**src/rtl/seg7_scan_driver.sv**
```systemverilog
// seg7_scan_driver: 8-digit multiplexed hex display scanner with anode dead time,
// per-digit blank/dp and a frame-aligned double buffer.
module seg7_scan_driver #(
    parameter int SCAN_DIV    = 100000,
    parameter int DEAD_CYCLES = 1000,
    parameter int NUM_DIGITS  = 8
) (
    input  logic        clk,
    input  logic        rst_n,
    input  logic        load,
    input  logic [31:0] data_in,
    input  logic [7:0]  dp_in,
    input  logic [7:0]  blank_in,
    output logic        load_pending,
    output logic        frame_done,
    output logic [7:0]  AN,
    output logic [6:0]  SEG,
    output logic        DP
);
    localparam int CW = $clog2(SCAN_DIV);
    localparam logic [111:0] HEX = {
        7'b0001110, 7'b0000110, 7'b0100001, 7'b1000110,
        7'b0000011, 7'b0001000, 7'b0010000, 7'b0000000,
        7'b1111000, 7'b0000010, 7'b0010010, 7'b0011001,
        7'b0110000, 7'b0100100, 7'b1111001, 7'b1000000
    };
    logic [CW-1:0] cnt_q, cnt_d;
    logic [2:0]    idx_q, idx_d;
    logic [31:0]   act_data_q, act_data_d, pend_data_q, pend_data_d;
    logic [7:0]    act_dp_q, act_dp_d, pend_dp_q, pend_dp_d;
    logic [7:0]    act_blank_q, act_blank_d, pend_blank_q, pend_blank_d;
    logic          load_pending_q, load_pending_d;
    logic [7:0]    an_q, an_d;
    logic [6:0]    seg_q, seg_d;
    logic          dp_q, dp_d;
    logic          wrap, last, swap, dark;
    logic [3:0]    nib;
    always_comb begin
        wrap           = cnt_q == CW'(SCAN_DIV - 1);
        last           = idx_q == 3'(NUM_DIGITS - 1);
        swap           = wrap && last && load_pending_q;
        cnt_d          = wrap ? '0 : cnt_q + 1'b1;
        idx_d          = wrap ? (last ? 3'd0 : idx_q + 3'd1) : idx_q;
        act_data_d     = swap ? pend_data_q : act_data_q;
        act_dp_d       = swap ? pend_dp_q : act_dp_q;
        act_blank_d    = swap ? pend_blank_q : act_blank_q;
        pend_data_d    = load ? data_in : pend_data_q;
        pend_dp_d      = load ? dp_in : pend_dp_q;
        pend_blank_d   = load ? blank_in : pend_blank_q;
        // a load on the swap edge refills pending, so the flag must survive
        load_pending_d = load | (load_pending_q & ~swap);
        nib            = act_data_q[{idx_q, 2'b00} +: 4];
        dark           = act_blank_q[idx_q];
        an_d           = (cnt_q < CW'(DEAD_CYCLES)) ? 8'hFF : ~(8'b1 << idx_q);
        seg_d          = dark ? 7'h7F : HEX[7'(nib) * 7'd7 +: 7];
        dp_d           = ~(act_dp_q[idx_q] & ~dark);
    end
    always_ff @(posedge clk or negedge rst_n) begin
        if (!rst_n) begin
            cnt_q          <= '0;
            idx_q          <= '0;
            act_data_q     <= '0;
            act_dp_q       <= '0;
            act_blank_q    <= '0;
            pend_data_q    <= '0;
            pend_dp_q      <= '0;
            pend_blank_q   <= '0;
            load_pending_q <= 1'b0;
            an_q           <= 8'hFF;
            seg_q          <= 7'h7F;
            dp_q           <= 1'b1;
        end else begin
            cnt_q          <= cnt_d;
            idx_q          <= idx_d;
            act_data_q     <= act_data_d;
            act_dp_q       <= act_dp_d;
            act_blank_q    <= act_blank_d;
            pend_data_q    <= pend_data_d;
            pend_dp_q      <= pend_dp_d;
            pend_blank_q   <= pend_blank_d;
            load_pending_q <= load_pending_d;
            an_q           <= an_d;
            seg_q          <= seg_d;
            dp_q           <= dp_d;
        end
    end
    assign frame_done   = wrap && last;
    assign load_pending = load_pending_q;
    assign AN           = an_q;
    assign SEG          = seg_q;
    assign DP           = dp_q;
endmodule
```
**config.mk**
```make
export PLATFORM = sky130hd
export DESIGN_NAME = seg7_scan_driver
export DESIGN_NICKNAME = d
export VERILOG_FILES = /design/src/rtl/seg7_scan_driver.sv
export SDC_FILE = /design/constraint.sdc
export NUM_CORES = 1
export LEC_CHECK = 0
export ABC_AREA = 0
export CORE_MARGIN = 4
export CORE_UTILIZATION = 28
export DETAILED_ROUTE_END_ITERATION = 16
export SYNTH_ARGS = -nofsm -noshare
export SYNTH_HDL_FRONTEND = slang
export SYNTH_SLANG_ARGS = --single-unit
export TNS_END_PERCENT = 30
```
**constraint.sdc**
```tcl
create_clock -name clk -period 3.4 [get_ports clk]
set_clock_uncertainty 0.2 [all_clocks]
set_input_delay 0.51 -clock clk [delete_from_list [all_inputs] [get_ports clk]]
set_output_delay 0.51 -clock clk [all_outputs]
set_load 0.05 [all_outputs]
```
* Word-level counts from Yosys, hierarchy flattened
Index checks and enable logic that the tools add are counted.
Word-level totals: bits in registers 133, input bits 51, word-level logic and storage cells 39
Cells by class: $add $sub $neg 2, multipliers 1, $lt $le $gt $ge 2, equality and inequality tests 2, shift operators 3, multiplexer cells 8, bitwise logic cells 7, reductions and logical operators 2
Operators by type and width (number):
- indexed part select 112 x 8 -> 7 bit, first input constant | 1
- indexed part select 32 x 6 -> 4 bit | 1
- adder 17 x 1 -> 17 bit, second input constant | 1
- equality test 17 bit, second input constant | 1
- < comparator 17 x 10 -> 1 bit, second input constant | 1
- 2-to-1 mux 17 bit | 1
- 2-to-1 mux 8 bit | 1
- inverter 8 bit | 1
- << shifter 1 x 3 -> 8 bit, first input constant | 1
- multiplier 4 x 3 -> 7 bit, second input constant | 1
- 2-to-1 mux 7 bit | 1
- binary-select mux 1 bit (select 3 bit) | 2
- < comparator 3 x 4 -> 1 bit, second input constant | 1
- adder 3 x 1 -> 3 bit, second input constant | 1
- equality test 3 bit, second input constant | 1
- 2-to-1 mux 3 bit | 1
- inverter 1 bit | 3
- bitwise AND 1 bit | 2
- logical AND 1 bit | 2
- 2-to-1 mux 1 bit | 2
- OR 1 bit | 1

* Depth between registers and ports, before layout
Gate-level depths: netlist (run 1).
depth in word-level cells 6, depth in mapped cells 10, mapped depth without buffers 8

* Worst setup path after synthesis (run 1)
No wires, ideal clock.
path type reg-to-output, start point register cnt_q[0], end point output port frame_done, arrival time 1.782 ns, setup slack 0.908 ns, stages on the path, launching flop included 6, buffers on the path 1, cell sequence dfrtp_1 -> ha_1 -> and4_1 -> clkbuf_1 -> nand3_1 -> nor2_1
Between the ends: cells in the longest elaborated chain, start to end 2
RTL lines:
- from (decl) | RTL line 27 | logic [CW-1:0] cnt_q, cnt_d;
- from (signal assigned) | RTL line 73 | cnt_q <= cnt_d;
- equality test 17 bit | RTL line 39 | wrap = cnt_q == CW'(SCAN_DIV - 1);
- logical AND 1 bit | RTL line 87 | assign frame_done = wrap && last;
- to (decl) | RTL line 15 | output logic frame_done,
Every way passes these cells.

* Worst setup path in the final report (run 1)
start point register idx_q[0], end point output port frame_done
Between the ends: cells in the longest elaborated chain, start to end 2
RTL lines:
- from (decl) | RTL line 28 | logic [2:0] idx_q, idx_d;
- from (signal assigned) | RTL line 74 | idx_q <= idx_d;
- equality test 3 bit | RTL line 40 | last = idx_q == 3'(NUM_DIGITS - 1);
- logical AND 1 bit | RTL line 87
Every way passes these cells.

==> out/qor_table.md, run 1 <==
| Metric | Reported |
|:---|:---|
| Most used cell along the critical path | sky130_fd_sc_hd__ha_1 |
| Number of setup violations in the final report | 0 |
| Static Leakage | 3.20 nW |
| Highest cell delay on the worst timing path | 0.74 ns |
| Number of cell instances on the worst register-to-register path | 5 |
| PostCTS Resize Cnt | 0 |
| Post-synth EDFFs | 0 |
| WP data required | 2.69 ns |
| Final Cycle Share | 0.926 |
| Number of buffers inserted during clock tree synthesis | 17 |
| Most area-hungry cell type in the Yosys netlist | sky130_fd_sc_hd__dfrtp_1 |
| Setup repair after global routing missed its margin | false |
| Worst reg2reg endpoint | act_dp_q[2] |
| CTS sink cnt | 133 |
| Routed Antenna Nets | 0 |
| Global-route wire length before repair | 19.1 mm |
| Total routing usage reported by global routing | 0.110 |
| Initial antenna violation count | 0 |
| Hold-fix buffers, CTS | 1 |
| Number of input and output port buffers inserted | 68 |
| Cells on Worst Hold Path | 1 |
| Final global-route overflow total | 0 |
| Number of global-route vias before repair | 3658 |
| Post-Syn Instances | 398 |
| Endpoints failing hold | 0 |
| Die X-Extent | 151 microns |
| Highest clock frequency the design can meet | 0.318 GHz |
| Total of warnings raised by yosys | 0 |
| Routed vias | 3367 |
| Flops & latches, synth | 133 |
| Deepest clock path buffer count | 2 |
| Cell-by-cell listing of the critical path | buf_4 > ha_1 > ha_1 > inv_1 > nor2_1 > buf_12 |
| Reg2reg start | idx_q[0] |
| Maximum Capacitance Violations | 0 |
| Final instance area | 7280 sq um |
| CP top delay family | flip-flops |
| Cell area after technology mapping | 5730 sq um |
| CTS tree | built |
| Area of the die | 22800 sq um |
| Largest net degree at the start of global routing | 60 |
| Clock period minus worst slack | 3.15 ns |
| Root buffer selected by CTS | sky130_fd_sc_hd__clkbuf_16 |
| Num rows | 52 |
| DRC violation total after the first TritonRoute iteration | 190 |
| Max_slew headroom | 0.541 |
| Highest-count cells in the layout ignoring fill and taps | sky130_fd_sc_hd__dfrtp_1, sky130_fd_sc_hd__mux2_2, sky130_fd_sc_hd__clkdlybuf4s50_1 |
| Chip height | 151 microns |
| Floorplan Core Area | 20200 sq um |
| Min-Delay Endpoint | act_data_q[27] |
| Clk slew on worst S/H paths | 0.06 ns |
| Pin slew with the least headroom to its limit | 0.689 ns |
| Slowest-stage cell, CP | sky130_fd_sc_hd__dfrtp_1 |
| Wire length per cell | 15.3 microns |
| Final antenna diode count | 0 |
| Nets in the synthesized netlist | 461 |
| Net count of the finished layout | 538 |
| Post-detailed-route DRC marker count | 0 |
| Top cells by area in the synthesized netlist | sky130_fd_sc_hd__dfrtp_1, sky130_fd_sc_hd__mux2_2, sky130_fd_sc_hd__dfstp_2 |
| Fin. max-slew vios | 0 |
| Maximum fanout encountered on the critical timing path | 11 |
| Internal reg-to-reg setup slack | 0.54 ns |
| CP bufs+invs | 3 |
| Weighted congestion reported at the end of routability-driven placement | 0.781 |
| Drt pass-1 iters | 4 |
| Run status | finished clean |
| Number of distinct standard cells referenced by the synthesized netlist | 49 |
| Postcts setup bufs | 0 |
| Area share of the largest cell type after synthesis | 0.511 |
| Half-perimeter wire length after detailed placement | 8.36 mm |
| Worst setup path category | reg2out |
| Vias/cell | 4.44 |
| I/O pin cnt | 69 |
| Sum of negative setup slack | 0 ns |
| Crit path DAT | 2.44 ns |
| Kind of capture point of the worst setup path | output port |
| Hold path startpoint | act_data_q[27] |
| Power Density | 500 nW/um^2 |
| Total power of the final layout | 3.64 mW |
| Latest clock arrival within the worst-skew pair | 0.41 ns |
| Total wire length | 11.6 mm |
| Sort of element at the start of the critical path | register |
| Register area share after synthesis | 0.584 |
| Area of placed instances | 6690 sq um |
| Worst-case vdd ir drop | 0.323 mV |
| Leading register cell type out of synthesis | sky130_fd_sc_hd__dfrtp_1 |
| Avg Cell Area, Syn | 14.4 sq um |
| Worst hold path type | reg2reg |
| H-Tree Depth | 4 |
| Layout cell share with drive strength beyond 1 | 0.299 |
| Starting density of the core | 0.284 |
| Post-synthesis async set-or-reset flop share | 1.00 |
| Layout overhead on the synthesized area | 27.1% |
| Most common cell after layout, fill and taps aside | sky130_fd_sc_hd__dfrtp_1 |
through the flow:
stage | hold WS (ns) | setup WS (ns) | utilization | cells
2_1_floorplan | 0.0144 | 0.908 | - | 398
3_3_place_gp | 0.267 | 0.631 | 0.332 | 725
3_5_place_dp | 0.271 | 0.519 | 0.332 | 725
4_1_cts | 0.284 | 0.213 | 0.361 | 758
5_1_grt | 0.305 | 0.0729 | 0.361 | 758
6_report | 0.283 | 0.253 | 0.361 | 758
cell type report:
cell class	instances	area, sq um
flip-flops and latches	133	3350
multi-input cells	238	2230
fillers	1919	12900
inverters	10	37.5
repair buffers	75	751
well taps	270	338
clock inverters	7	96.3
clock buffers	25	485
how the worst max path moves through the flow:
| stage | slack [ns] | start | cells after the start | to |
|---|---|---|---|---|
| 6_report | 0.25 | idx_q[0] | 6 | frame_done |
| 5_1_grt | 0.07 | idx_q[0] | 6 | frame_done |
| 4_1_cts | 0.21 | idx_q[0] | 6 | frame_done |
| 3_5_place_dp | 0.52 | idx_q[0] | 5 | act_dp_q[2] |
| 3_3_place_gp | 0.63 | idx_q[0] | 5 | act_data_q[2] |
| 2_1_floorplan | 0.91 | cnt_q[0] | 5 | frame_done |
routing by layer:
metal  up-vias  GRT usage  share of wire
li1       1568          -              -
met1      1703      0.150           0.48
met2        84      0.163           0.46
met3        12     0.0350          0.048
met4         0     0.0417          0.013
met5         -          0              0
Yosys cell counts, types with 2 or more instances:
master / count
sky130_fd_sc_hd__a21oi_1: 2
sky130_fd_sc_hd__a31oi_1: 3
sky130_fd_sc_hd__and2_1: 2
sky130_fd_sc_hd__and3_1: 2
sky130_fd_sc_hd__and4_1: 3
sky130_fd_sc_hd__buf_1: 4
sky130_fd_sc_hd__buf_2: 2
sky130_fd_sc_hd__buf_4: 4
sky130_fd_sc_hd__buf_6: 2
sky130_fd_sc_hd__buf_8: 2
sky130_fd_sc_hd__clkbuf_1: 3
sky130_fd_sc_hd__dfrtp_1: 117
sky130_fd_sc_hd__dfstp_2: 16
sky130_fd_sc_hd__ha_1: 12
sky130_fd_sc_hd__inv_1: 8
sky130_fd_sc_hd__mux2_1: 20
sky130_fd_sc_hd__mux2_2: 77
sky130_fd_sc_hd__mux2i_1: 9
sky130_fd_sc_hd__mux4_2: 10
sky130_fd_sc_hd__nand2_1: 31
sky130_fd_sc_hd__nand3_1: 7
sky130_fd_sc_hd__nand4_1: 4
sky130_fd_sc_hd__nor2_1: 10
sky130_fd_sc_hd__nor2b_1: 4
sky130_fd_sc_hd__o21ai_0: 6
sky130_fd_sc_hd__o221ai_1: 4
sky130_fd_sc_hd__xnor2_1: 9
sky130_fd_sc_hd__xor2_1: 4
state kept, by name (all words and copies together), names as in the netlist:
| register | count |
|---|---|
| AN | 8 |
| DP | 1 |
| SEG | 7 |
| act_blank_q | 8 |
| act_data_q | 32 |
| act_dp_q | 8 |
| cnt_q | 17 |
| idx_q | 3 |
| load_pending | 1 |
| pend_blank_q | 8 |
| pend_data_q | 32 |
| pend_dp_q | 8 |
power by group:
group          internal (mW)  total [mW]  leakage (nW)  switching, mW
logic                  0.104       0.167          1.25         0.0632
clock network           1.14        1.79         0.274          0.653
registers               1.64        1.68          1.67         0.0383
cells by family after synthesis:
kind of cell | synth area share
XOR/XNOR | 0.0199
adder cells (fa/ha/maj) | 0.0262
multiplexers | 0.249
flip-flops | 0.584
buffers and inverters | 0.0273
AND/OR/NAND/NOR | 0.0631
AO/OA/AOI/OAI | 0.0301
(Power assumes the default switching activity.)
==> inputs of run 2 (changes only) <==
--- a/config.mk
+++ b/config.mk
@@ -9,6 +9,7 @@
 export CORE_MARGIN = 4
 export CORE_UTILIZATION = 28
 export DETAILED_ROUTE_END_ITERATION = 16
+export HOLD_SLACK_MARGIN = 0.06
 export SYNTH_ARGS = -nofsm -noshare
 export SYNTH_HDL_FRONTEND = slang
 export SYNTH_SLANG_ARGS = --single-unit
==> results of run 2 <==
The final DEF is identical to that of run 1; final timing and power are the same.
==> inputs of run 3 (changes only) <==
--- a/config.mk
+++ b/config.mk
@@ -8,9 +8,10 @@
 export ABC_AREA = 0
 export CORE_MARGIN = 4
 export CORE_UTILIZATION = 28
+export CTS_BUF_LIST = sky130_fd_sc_hd__clkbuf_8
 export DETAILED_ROUTE_END_ITERATION = 16
 export HOLD_SLACK_MARGIN = 0.06
 export SYNTH_ARGS = -nofsm -noshare
 export SYNTH_HDL_FRONTEND = slang
 export SYNTH_SLANG_ARGS = --single-unit
-export TNS_END_PERCENT = 30
+export TNS_END_PERCENT = 50
==> run 3 against run 2 <==
  * First-iteration DRC count shrank 12%
  * Register-to-register slack is essentially flat
  * Maximum frequency shrank 0.35%
  * Wire length shrank 0.44%
  * Utilization shrank 0.95 points
  * Hold slack gained 0.0022 ns
  * Sequential share of layout area grew 1.2 points
  * Setup slack lost 0.011 ns
  * Global-route usage shrank 0.11 points
  * Via count shrank 0.30%
  * Die area is the same
  * Non-clock buffer count is the same
  * Critical endpoint unchanged
==> out/qor_table.md, run 3 (synthesis gave the netlist of run 1 again) <==
| Metric | Reported | Delta |
|:---|:---|:---|
| Layout cell share with drive strength beyond 1 | 0.299 | unchanged |
| Final global-route overflow total | 0 | unchanged |
| Weighted congestion reported at the end of routability-driven placement | 0.781 | unchanged |
| Final antenna diode count | 0 | unchanged |
| I/O pin cnt | 69 | unchanged |
| Sum of negative setup slack | 0 ns | unchanged |
| Clk slew on worst S/H paths | 0.07 ns | about the same |
| Run status | finished clean |  |
| Drt pass-1 iters | 4 | unchanged |
| Die X-Extent | 151 microns | unchanged |
| Deepest clock path buffer count | 2 | unchanged |
| Half-perimeter wire length after detailed placement | 8.36 mm | unchanged |
| Maximum Capacitance Violations | 0 | unchanged |
| Global-route wire length before repair | 19.0 mm | -0.86% |
| Initial antenna violation count | 0 | unchanged |
| Internal reg-to-reg setup slack | 0.53 ns | about the same |
| Net count of the finished layout | 538 | unchanged |
| Largest net degree at the start of global routing | 60 | unchanged |
| Number of buffers inserted during clock tree synthesis | 17 | unchanged |
| Vias/cell | 4.43 | -0.30% |
| Largest registers ranked by flip-flop count | act_data_q: 32 flops, pend_data_q: 32 flops, cnt_q: 17 flops |  |
| Number of input and output port buffers inserted | 68 | unchanged |
| Total power of the final layout | 3.13 mW | -14% |
| Latest clock arrival within the worst-skew pair | 0.44 ns | +0.03 ns |
| Worst setup path category | reg2out |  |
| Most common cell after layout, fill and taps aside | sky130_fd_sc_hd__dfrtp_1 |  |
| Layout overhead on the synthesized area | 23.7% |  |
| Finished Layout Cells | 758 | unchanged |
| Fin. max-slew vios | 0 | unchanged |
| Root buffer selected by CTS | sky130_fd_sc_hd__clkbuf_8 |  |
| Starting density of the core | 0.284 | unchanged |
| WP data required | 2.69 ns | about the same |
| Kind of capture point of the worst setup path | output port |  |
| Endpoints failing hold | 0 | unchanged |
| Worst hold path type | reg2reg |  |
| Max_slew headroom | 0.527 | -0.0136 |
| Clock period minus worst slack | 3.16 ns | +0.0111 ns |
| Highest-count cells in the layout ignoring fill and taps | sky130_fd_sc_hd__dfrtp_1, sky130_fd_sc_hd__mux2_2, sky130_fd_sc_hd__clkdlybuf4s50_1 |  |
| Routed Antenna Nets | 0 | unchanged |
| Sort of element at the start of the critical path | register |  |
| Total wire length | 11.5 mm | -0.44% |
| Routed vias | 3357 | -0.30% |
| Highest clock frequency the design can meet | 0.317 GHz | -0.35% |
| Worst-case vdd ir drop | 0.257 mV | -21% |
| CTS tree | built |  |
| PostCTS Resize Cnt | 0 | unchanged |
| Floorplan Core Area | 20200 sq um | unchanged |
| Static Leakage | 3.13 nW | -2.1% |
| Number of global-route vias before repair | 3652 | -0.16% |
| Post-detailed-route DRC marker count | 0 | unchanged |
| Wire length per cell | 15.2 microns | -0.44% |
| Num rows | 52 | unchanged |
| Crit path DAT | 2.45 ns | about the same |
| DRC violation total after the first TritonRoute iteration | 167 | -12% |
| Power Density | 442 nW/um^2 | -12% |
| Area of the die | 22800 sq um | unchanged |
| Maximum fanout encountered on the critical timing path | 11 | unchanged |
| Setup repair after global routing missed its margin | false |  |
| CTS sink cnt | 133 | unchanged |
| Number of setup violations in the final report | 0 | unchanged |
| Total routing usage reported by global routing | 0.109 | -0.00110 |
| Pin slew with the least headroom to its limit | 0.709 ns | +0.0204 ns |
| Final Cycle Share | 0.929 | +0.00326 |
| Cell count after placement | 725 | unchanged |
| Chip height | 151 microns | unchanged |
| H-Tree Depth | 4 | unchanged |
==> run 3: cell count changes in the layout (fill, tap and decap cells not counted) <==
| cell | change |
|---|---|
| sky130_fd_sc_hd__clkbuf_1 | -5 |
| sky130_fd_sc_hd__clkbuf_16 | -17 |
| sky130_fd_sc_hd__clkbuf_8 | +17 |
| sky130_fd_sc_hd__inv_1 | +5 |
==> run 3: worst paths after layout <==
path,startpoint,to,depth (start not counted)
setup / recovery,idx_q[0],frame_done,6
hold / removal,act_data_q[27],act_data_q[27],1
setup reg to reg,idx_q[0],act_dp_q[2],5
hold reg to reg,act_data_q[27],act_data_q[27],1
max in group asynchronous,rst_n,SEG[5],3
min in group asynchronous,rst_n,pend_blank_q[7],2
==> run 3: critical path, stage by stage (launching register included) <==
cell and delay [ns]:
sky130_fd_sc_hd__dfrtp_1 0.74, sky130_fd_sc_hd__buf_4 0.30, sky130_fd_sc_hd__ha_1 0.21, sky130_fd_sc_hd__ha_1 0.22, sky130_fd_sc_hd__inv_1 0.06, sky130_fd_sc_hd__nor2_1 0.29
sky130_fd_sc_hd__buf_12 0.19
==> run 3: layout make-up <==
type	instances	area [sq um]
inverter	10	37.5
tap	270	338
sequential	133	3350
timing repair buffer	75	751
clock buffer	20	275
multi-input combinational	238	2230
fill	1940	13100
clock inverter	12	115
==> run 3: repair_timing <==
action / in CTS / in global routing
hold buffers: 1 / 0
hold endpoints to repair: 22 / 0
setup buffers: 0 / 0
setup endpoints to repair: 0 / 0
==> run 3: routing by layer <==
metal / vias to the layer above / routed length (microns) / GRT usage
met4: 0 / 119 / 0.0367
met2: 67 / 5270 / 0.163
li1: 1568 / - / -
met1: 1713 / 5570 / 0.148
met5: - / 0 / 0
met3: 9 / 572 / 0.0368
==> run 3: power breakdown <==
| group | leakage (nW) | switching (mW) | internal [mW] |
|---|---|---|---|
| sequential | 1.67 | 0.0383 | 1.64 |
| combinational | 1.25 | 0.0628 | 0.104 |
| clock | 0.207 | 0.593 | 0.696 |
| total | 3.13 | 0.694 | 2.44 |
==> run 3: metrics by stage <==
| stage | worst slack, ns | cell area, sq um | hold slack [ns] | utilization |
|---|---|---|---|---|
| after global placement | 0.631 | 6690 | 0.267 | 0.332 |
| after floorplan | 0.908 | 5730 | 0.0144 | - |
| after detailed placement | 0.519 | 6690 | 0.271 | 0.332 |
| final | 0.241 | 7090 | 0.285 | 0.352 |
| after global routing | 0.0285 | 7090 | 0.310 | 0.352 |
| after CTS | 0.175 | 7090 | 0.288 | 0.352 |
